File: config.mk
export PLATFORM = sky130hd
export DESIGN_NAME = dot_seq
export DESIGN_NICKNAME = d
export VERILOG_FILES = /design/src/rtl/dot_seq.sv
export SDC_FILE = /design/constraint.sdc
export NUM_CORES = 1
export LEC_CHECK = 0
export ABC_AREA = 1
export BUFFER_PORTS_ARGS = -buffer_cell sky130_fd_sc_hd__clkbuf_2
export CAP_MARGIN = 20
export CORE_ASPECT_RATIO = 2
export CORE_MARGIN = 3
export CORE_UTILIZATION = 50
export DETAILED_ROUTE_END_ITERATION = 16
export PLACE_DENSITY = 0.77
export SLEW_MARGIN = 20
export SYNTH_ARGS = -nofsm -noshare
export SYNTH_HDL_FRONTEND = slang
export SYNTH_SLANG_ARGS = --single-unit
File: constraint.sdc
create_clock -name aclk -period 2.2 [get_ports aclk]
set_input_delay 0.33 -clock aclk [delete_from_list [all_inputs] [get_ports aclk]]
set_output_delay 0.33 -clock aclk [all_outputs]
set_load 0.01 [all_outputs]
File: src/rtl/dot_seq.sv
// dot_seq: sequences a dot product over two AXI-Stream element streams using
// an external single-cycle multiply-accumulate unit (a*b+c).
// Each element takes three cycles: ISSUE (accept a/b pair), PRES (present the
// operands to the MAC for one cycle), WAIT (take the MAC result into acc).
// Optional build macro DOT_SEQ_BIAS_EN adds a cfg_bias input that seeds the
// accumulator at start; without it the accumulator starts at zero.
module dot_seq #(
  parameter int BITWIDTH  = 32,
  parameter int LEN_WIDTH = 16
) (
  input  logic                 aclk,
  input  logic                 areset,
  input  logic                 start,
  input  logic [LEN_WIDTH-1:0] cfg_len,
  output logic                 busy,
  input  logic [BITWIDTH-1:0]  s_axis_a_tdata,
  input  logic                 s_axis_a_tvalid,
  output logic                 s_axis_a_tready,
  input  logic [BITWIDTH-1:0]  s_axis_b_tdata,
  input  logic                 s_axis_b_tvalid,
  output logic                 s_axis_b_tready,
  output logic [BITWIDTH-1:0]  m_macc_a_tdata,
  output logic [BITWIDTH-1:0]  m_macc_b_tdata,
  output logic [BITWIDTH-1:0]  m_macc_c_tdata,
  output logic                 m_macc_tvalid,
  input  logic [BITWIDTH-1:0]  s_macc_result_tdata,
  input  logic                 s_macc_result_tvalid,
  output logic [BITWIDTH-1:0]  m_axis_dot_tdata,
  output logic                 m_axis_dot_tvalid,
  input  logic                 m_axis_dot_tready
`ifdef DOT_SEQ_BIAS_EN
  ,
  input  logic [BITWIDTH-1:0]  cfg_bias
`endif
);

  typedef enum logic [2:0] {IDLE, ISSUE, PRES, WAIT, DONE} state_t;

  state_t                 state_q, state_d;
  logic [LEN_WIDTH-1:0]   len_q, len_d;
  logic [LEN_WIDTH-1:0]   count_q, count_d;
  logic [BITWIDTH-1:0]    acc_q, acc_d;
  logic [BITWIDTH-1:0]    a_q, a_d;
  logic [BITWIDTH-1:0]    b_q, b_d;
  logic [BITWIDTH-1:0]    c_q, c_d;
  logic [BITWIDTH-1:0]    acc_init;
  logic                   xfer;

`ifdef DOT_SEQ_BIAS_EN
  assign acc_init = cfg_bias;
`else
  assign acc_init = '0;
`endif

  // Both streams move together: a pair is accepted only when both are valid.
  assign xfer            = (state_q == ISSUE) && s_axis_a_tvalid && s_axis_b_tvalid;
  // Handshake/status outputs are forced low while reset is held, whatever the state.
  assign s_axis_a_tready = !areset && xfer;
  assign s_axis_b_tready = !areset && xfer;
  assign busy            = !areset && (state_q != IDLE);
  assign m_macc_tvalid   = !areset && (state_q == PRES);
  assign m_axis_dot_tvalid = !areset && (state_q == DONE);
  assign m_axis_dot_tdata  = acc_q;
  // Operand buses read as zero whenever they are not being presented.
  assign m_macc_a_tdata  = m_macc_tvalid ? a_q : '0;
  assign m_macc_b_tdata  = m_macc_tvalid ? b_q : '0;
  assign m_macc_c_tdata  = m_macc_tvalid ? c_q : '0;

  // Next-state and datapath update; MAC results are only taken in WAIT.
  always_comb begin
    state_d = state_q;
    len_d   = len_q;
    count_d = count_q;
    acc_d   = acc_q;
    a_d     = a_q;
    b_d     = b_q;
    c_d     = c_q;
    unique case (state_q)
      IDLE: begin
        if (start) begin
          len_d   = cfg_len;
          count_d = '0;
          acc_d   = acc_init;
          state_d = (cfg_len == '0) ? DONE : ISSUE;
        end
      end
      ISSUE: begin
        if (xfer) begin
          a_d     = s_axis_a_tdata;
          b_d     = s_axis_b_tdata;
          c_d     = acc_q;
          state_d = PRES;
        end
      end
      PRES: begin
        a_d     = '0;
        b_d     = '0;
        c_d     = '0;
        state_d = WAIT;
      end
      WAIT: begin
        if (s_macc_result_tvalid) begin
          acc_d   = s_macc_result_tdata;
          count_d = count_q + LEN_WIDTH'(1);
          state_d = ((count_q + LEN_WIDTH'(1)) == len_q) ? DONE : ISSUE;
        end
      end
      DONE: begin
        if (m_axis_dot_tready) state_d = IDLE;
      end
      default: state_d = IDLE;
    endcase
  end

  // State and datapath registers; reset clears everything, discarding any partial sum.
  always_ff @(posedge aclk) begin
    if (areset) begin
      state_q <= IDLE;
      len_q   <= '0;
      count_q <= '0;
      acc_q   <= '0;
      a_q     <= '0;
      b_q     <= '0;
      c_q     <= '0;
    end else begin
      state_q <= state_d;
      len_q   <= len_d;
      count_q <= count_d;
      acc_q   <= acc_d;
      a_q     <= a_d;
      b_q     <= b_d;
      c_q     <= c_d;
    end
  end

endmodule

==> out/qor.yml, run 1 <==
outcome: "finished with violations"
violations: "setup timing"
htreeDepth: 4
grt_pass1_vias: 7016
r2r_end: "m_axis_dot_tdata[11]"
cp-start-kind: "flip-flop"
place.gp.congestion: 0.9105
ctsHoldBuffers: 0
p_leak_nw: 4.005
cts_buffers: 17
ant_nets: 0
skew_ns: 0.01584
crit_path_end_kind: "output pin"
clk_latency_ns: 0.42
reg2reg_slack_ns: 0.23
p_per_area_mw_per_mm2: 751.6
grt_pass1_wl_mm: 34.38
antenna_found_initial: 0
yosysWarnings: 0
avgRoutedWirePerCell_um: 16.91
core_mm2: 0.01366
synth_area_leaders: "dfxtp_1 (46%), nand2_1 (8.4%), a21oi_1 (7.4%)"
drive_above_1_share_pct: 35.54
period_needed_ns: 2.210
syn2layout_area_growth_pct: 37.23
clock-sinks: 163
synth_nets: 1076
ys_seq_area_share_pct: 46.09
hold_start: "s_axis_b_tdata[3]"
drt_iter0_markers: 428
route.detailed.drc: 0
timing.slew.headroom_pct: 40.66
dieArea_mm2: 0.01571
syn-cell-area_mm2: 0.007081
synthCells: 956
vias_per_cell: 5.308
die_x_um: 90.15
syn_area_per_cell_um2: 7.406
rsz0062_at_grt: "true"
ios: 252
hp-class: "in2reg"
final_cells: 1407
grt-ovfl-total: 0
cts_buffer_depth: 2
critPathSlowestCell: "dfxtp_2"
min_to: "b_q[3]"
num_rows: 60
layout_setup_ws_ns: -0.009823
crit_arrival_ns: 1.88
dr.pass1.iters: 5
crit_type: "reg2out"
place_hpwl_mm: 15.45
port_buffers: 251
cts_tree: "yes"
netlist.area_leader.share_pct: 46.09
diodes: 0
clkTransAtPathRegs_ns: 0.07
ys_ff_latch: 163
postRouteWirelength_mm: 23.79
finalHoldViolations: 0
fin_nets: 1329
start_util_pct: 51.82
final_max_slew_viol_count: 0
crit_required_ns: 1.87
grt_start_max_net_pins: 97
synth_area_leader_cell: "dfxtp_1"
dp_cells: 1354
clock.fmax_mhz: 452.5
ff2ff_path_depth: 9
die_h_um: 174.3
cts_root_buffer: "clkbuf_16"
rr_startpoint: "state_q[2]"
period_share_pct: 100.4
crit_family: "buffers and inverters"
drv_cap: 0
layout_common_cells: "clkbuf_2 (197), dfxtp_1 (161), nand2_1 (158), inv_1 (136), a21oi_1 (104)"
grtUsageTotal_pct: 27.12
fillers: 1161
worst_pin_slew_ns: 0.8888
setup_viol: 1
critPathBufInv: 5
max_stage_delay_ns: 0.37
synth_cell_types: 35
crit_chain: "nor3_4, inv_2, nor2_4, buf_12, inv_4, buf_6, nor2_1, clkbuf_2"
path_max_fanout: 12
vias: 7468
fin_area_mm2: 0.009717
whs_path_depth: 2
peakVddDrop_mv: 0.5496
final_common_cell: "clkbuf_2"
placed_area_mm2: 0.008512
state kept, by name, summed over array words and instances (netlist names):
signal	cells
a_q	32
c_q	32
b_q	32
state_q	3
count_q	16
len_q	16
m_axis_dot_tdata	32
per-layer routing:
metal / GRT usage, % / vias to the layer above / wire length, µm
li1: - / 3614 / -
met1: 28.84 / 3483 / 8274
met2: 49.58 / 297 / 13180
met3: 5.110 / 74 / 1199
met4: 15.03 / 0 / 1136
met5: 0 / - / 0
layout make-up:
cell class | count | area, µm² | area share, %
clock inverters | 14 | 163.9 | 1.687
repair buffers | 292 | 1803 | 18.56
clock buffers | 17 | 425.4 | 4.378
repair inverters | 2 | 12.51 | 0.1288
multi-input cells | 587 | 3248 | 33.43
flip-flops and latches | 163 | 3268 | 33.63
inverters | 146 | 563.0 | 5.794
well taps | 186 | 232.7 | 2.395
metrics by stage:
stage	setup slack [ns]	TNS, ns	hold WS, ns	util, %	power [mW]
after floorplan	0.3011	0	0.4297	-	3.937
after global placement	0.2845	0	0.4394	62.30	4.220
after detailed placement	0.2425	0	0.4435	62.30	4.241
after CTS	-0.01219	-0.02338	0.1035	67.15	7.221
after global routing	-0.06301	-1.833	0.1089	71.12	7.608
final	-0.009823	-0.009823	0.1193	71.12	7.303
synth_stat cells:
cell,instances
o22ai_2,1
nor2_2,4
nand3_2,1
buf_2,10
ha_1,1
a21oi_1,104
nand2_4,1
nor4_1,5
nand3_1,34
o21bai_2,1
clkinv_1,1
or2_2,1
nand2_1,158
clkbuf_1,42
a21oi_2,10
buf_4,1
o21ai_1,2
nand2_2,14
nor3_2,1
a32o_1,48
xnor3_1,1
clkinv_4,1
dfxtp_1,163
buf_1,2
clkbuf_2,1
nor3_1,1
nand4_1,9
nor3_4,1
nor2_1,116
nand3b_1,2
nor2_4,1
inv_2,7
inv_1,137
o21ai_0,70
buf_6,4
worst max path at each step:
stage | slack (ns) | endpoint | from | cells after the start
CTS | -0.01 | m_macc_c_tdata[28] | state_q[1] | 8
finish | -0.01 | m_macc_b_tdata[20] | state_q[0] | 8
detailed placement | 0.24 | m_axis_dot_tdata[11] | state_q[0] | 10
global route | -0.06 | m_macc_b_tdata[20] | state_q[2] | 8
floorplan | 0.30 | m_macc_b_tdata[22] | state_q[1] | 8
global placement | 0.28 | count_q[15] | state_q[0] | 10
power by group:
part	switching [mW]	leakage, nW	internal, mW
Combinational	0.730	2.40	0.382
Sequential	0.0840	1.32	3.12
Clock	1.29	0.280	1.70
timing repair:
item	4_1_cts	5_1_grt
setup buffers	2	6
pin swaps	2	3
resized for setup	10	140
cloned	1	13
endpoints found under the hold margin	0	0
setup endpoints to repair	98	98
logic make-up (layout without fill, tap and decap cells):
group	count (synthesis)	count (layout)	synth area share [%]
compound gates	236	236	20.80
xor+xnor	1	1	0.3181
fa+ha+maj	1	1	0.1767
buf+inv	206	471	11.66
flops	163	163	46.09
simple gates	349	349	20.96
(Power assumes the default switching activity.)
==> run 2: changes to the inputs <==
Settings changed: CORE_UTILIZATION 50 to 52, CTS_BUF_LIST set to sky130_fd_sc_hd__clkbuf_2 sky130_fd_sc_hd__clkbuf_4 sky130_fd_sc_hd__clkbuf_8, PLACE_DENSITY 0.77 to 0.8.
==> run 2 against run 1 <==
Compared with the run above: wire length decreased by 12%; clock skew decreased by 0.00089 ns; clock-buffer cell count increased by 2; the run now ends clean; critical endpoint is now m_macc_c_tdata[26]; die area decreased by 3.7%; first-iteration DRC count decreased by 17%; critical path type unchanged; critical path depth unchanged; combinational power decreased by 10%; power decreased by 14%; clock power decreased by 29%; highest routed layer unchanged; sequential power about the same; global-route usage increased by 0.18 points; sequential cell count unchanged.
==> out/qor.yml, run 2 (synthesized netlist as in run 1, its figures left out) <==
crit_required_ns: 1.87  # about the same
grt_start_max_net_pins: 98  # +1.0%
skew_ns: 0.01494  # -0.0008938 ns
critPathSlowestCell: "dfxtp_2"
total_power_mw: 6.312  # -14%
crit_type: "reg2out"
timing.slew.headroom_pct: 40.71  # +0.048 points
drt_iter0_markers: 354  # -17%
crit_arrival_ns: 1.84  # -0.04 ns
p_per_area_mw_per_mm2: 701.9  # -6.6%
period_share_pct: 98.45  # -2.0 points
path_max_fanout: 33  # +21
period_needed_ns: 2.166  # -0.04388 ns
ant_nets: 0  # unchanged
num_rows: 59  # -1.7%
cp-start-kind: "flip-flop"
dieArea_mm2: 0.01514  # -3.7%
cts_root_buffer: "clkbuf_8"
p_leak_nw: 3.747  # -6.5%
final_cells: 1364  # -3.1%
cp_common_cell: "inv_2"
ios: 252  # unchanged
fin_nets: 1318  # -0.83%
rsz0062_at_grt: "true"
port_buffers: 251  # unchanged
antenna_found_initial: 1  # +1
layout_common_cells: "clkbuf_2 (251), dfxtp_1 (161), nand2_1 (158), inv_1 (136), nor2_1 (112)"
clk_latency_ns: 0.45  # +0.03 ns
outcome: "completed"
cts_buffer_depth: 2  # unchanged
cts_tree: "yes"
grtUsageTotal_pct: 27.29  # +0.18 points
setup_viol: 0  # -1
worst_pin_slew_ns: 0.8881  # -0.0007115 ns
final_common_cell: "clkbuf_2"
grt_pass1_wl_mm: 32.31  # -6.0%
grt_pass1_vias: 6824  # -2.7%
place_hpwl_mm: 15.48  # +0.23%
final_max_slew_viol_count: 0  # unchanged
crit_family: "buffers and inverters"
max_stage_delay_ns: 0.37  # about the same
start_util_pct: 53.88  # +2.1 points
peakVddDrop_mv: 0.3858  # -30%
cts_buffers: 17  # unchanged
vias: 7281  # -2.5%
htreeDepth: 4  # unchanged
fillers: 1185  # +2.1%
dr.pass1.iters: 5  # unchanged
place.gp.congestion: 0.8530  # -6.3%
drive_above_1_share_pct: 30.31  # -5.2 points
crit_path_end_kind: "output pin"
clock-sinks: 163  # unchanged
route.detailed.drc: 0  # unchanged
vias_per_cell: 5.338  # +0.57%
critPathBufInv: 5  # unchanged
grt-ovfl-total: 0  # unchanged
clock.fmax_mhz: 461.7  # +2.0%
ctsHoldBuffers: 0  # unchanged
crit_chain: "inv_2, nor3_4, inv_2, nor2_4, inv_6, buf_12, nor2_1, clkbuf_2"
postRouteWirelength_mm: 20.92  # -12%
avgRoutedWirePerCell_um: 15.34  # -9.3%
clkTransAtPathRegs_ns: 0.09  # +0.02 ns
drv_cap: 0  # unchanged
dp_cells: 1328  # -1.9%
die_h_um: 171.0  # -1.9%
hp-class: "in2reg"
syn2layout_area_growth_pct: 27.00
die_x_um: 88.51  # -1.8%
core_mm2: 0.01314  # -3.8%
finalHoldViolations: 0  # unchanged
-- run 2: changes by cell type in the layout (fill, tap and decap cells not counted), sizes merged, moves of 2 or more --
cell      change
clkbuf       +52
clkinvlp      +2
clkinv        +2
inv           -6
buf          -59
-- run 2: power by group --
group | switching (mW) | internal [mW] | leakage, nW
registers | 0.0812 | 3.12 | 1.32
logic | 0.655 | 0.342 | 2.24
clock network | 1.16 | 0.953 | 0.182
total | 1.90 | 4.42 | 3.75
-- run 2: final timing paths --
check                                       start                  to  slack [ns]  cells after the start
worst max-delay path                   state_q[1]  m_macc_c_tdata[26]        0.03                      8
worst min-delay path            s_axis_b_tdata[6]              b_q[6]        0.08                      2
worst max register to register         count_q[2]          state_q[2]        0.18                     12
worst min register to register            a_q[23]             a_q[23]        0.46                      2
-- run 2: layout make-up --
cell class / count / area (µm²) / area share, %
diodes: 1 / 2.502 / 0.02783
clock buffers: 19 / 255.2 / 2.838
clock inverters: 13 / 126.4 / 1.405
inverters: 146 / 558.0 / 6.206
multi-input cells: 587 / 3023 / 33.62
flip-flops and latches: 163 / 3266 / 36.32
well taps: 152 / 190.2 / 2.115
repair buffers: 283 / 1572 / 17.48
-- run 2: what timing repair did --
item	CTS	global route
setup endpoints to repair	98	81
pin swaps	1	1
setup buffers	1	1
resized for setup	6	5
gates cloned	0	1
-- run 2: through the flow --
stage | hold slack [ns] | area (µm²) | utilization (%) | TNS (ns) | setup slack, ns
finish | 0.08224 | 8992 | 68.43 | 0 | 0.03405
global placement | 0.4394 | 8529 | 64.91 | 0 | 0.2347
CTS | 0.05938 | 8941 | 68.04 | 0 | 0.01096
global route | 0.05568 | 8992 | 68.43 | -4.978 | -0.09213
floorplan | 0.4297 | 7081 | - | 0 | 0.3011
detailed placement | 0.4432 | 8529 | 64.91 | 0 | 0.1833
-- run 2: per-layer routing --
layer	share of wire [%]	track usage (%)	up-vias
li1	-	-	3590
met1	35	27.89	3362
met2	54	50.83	263
met3	5.8	5.976	66
met4	4.3	12.76	0
met5	0	0	-
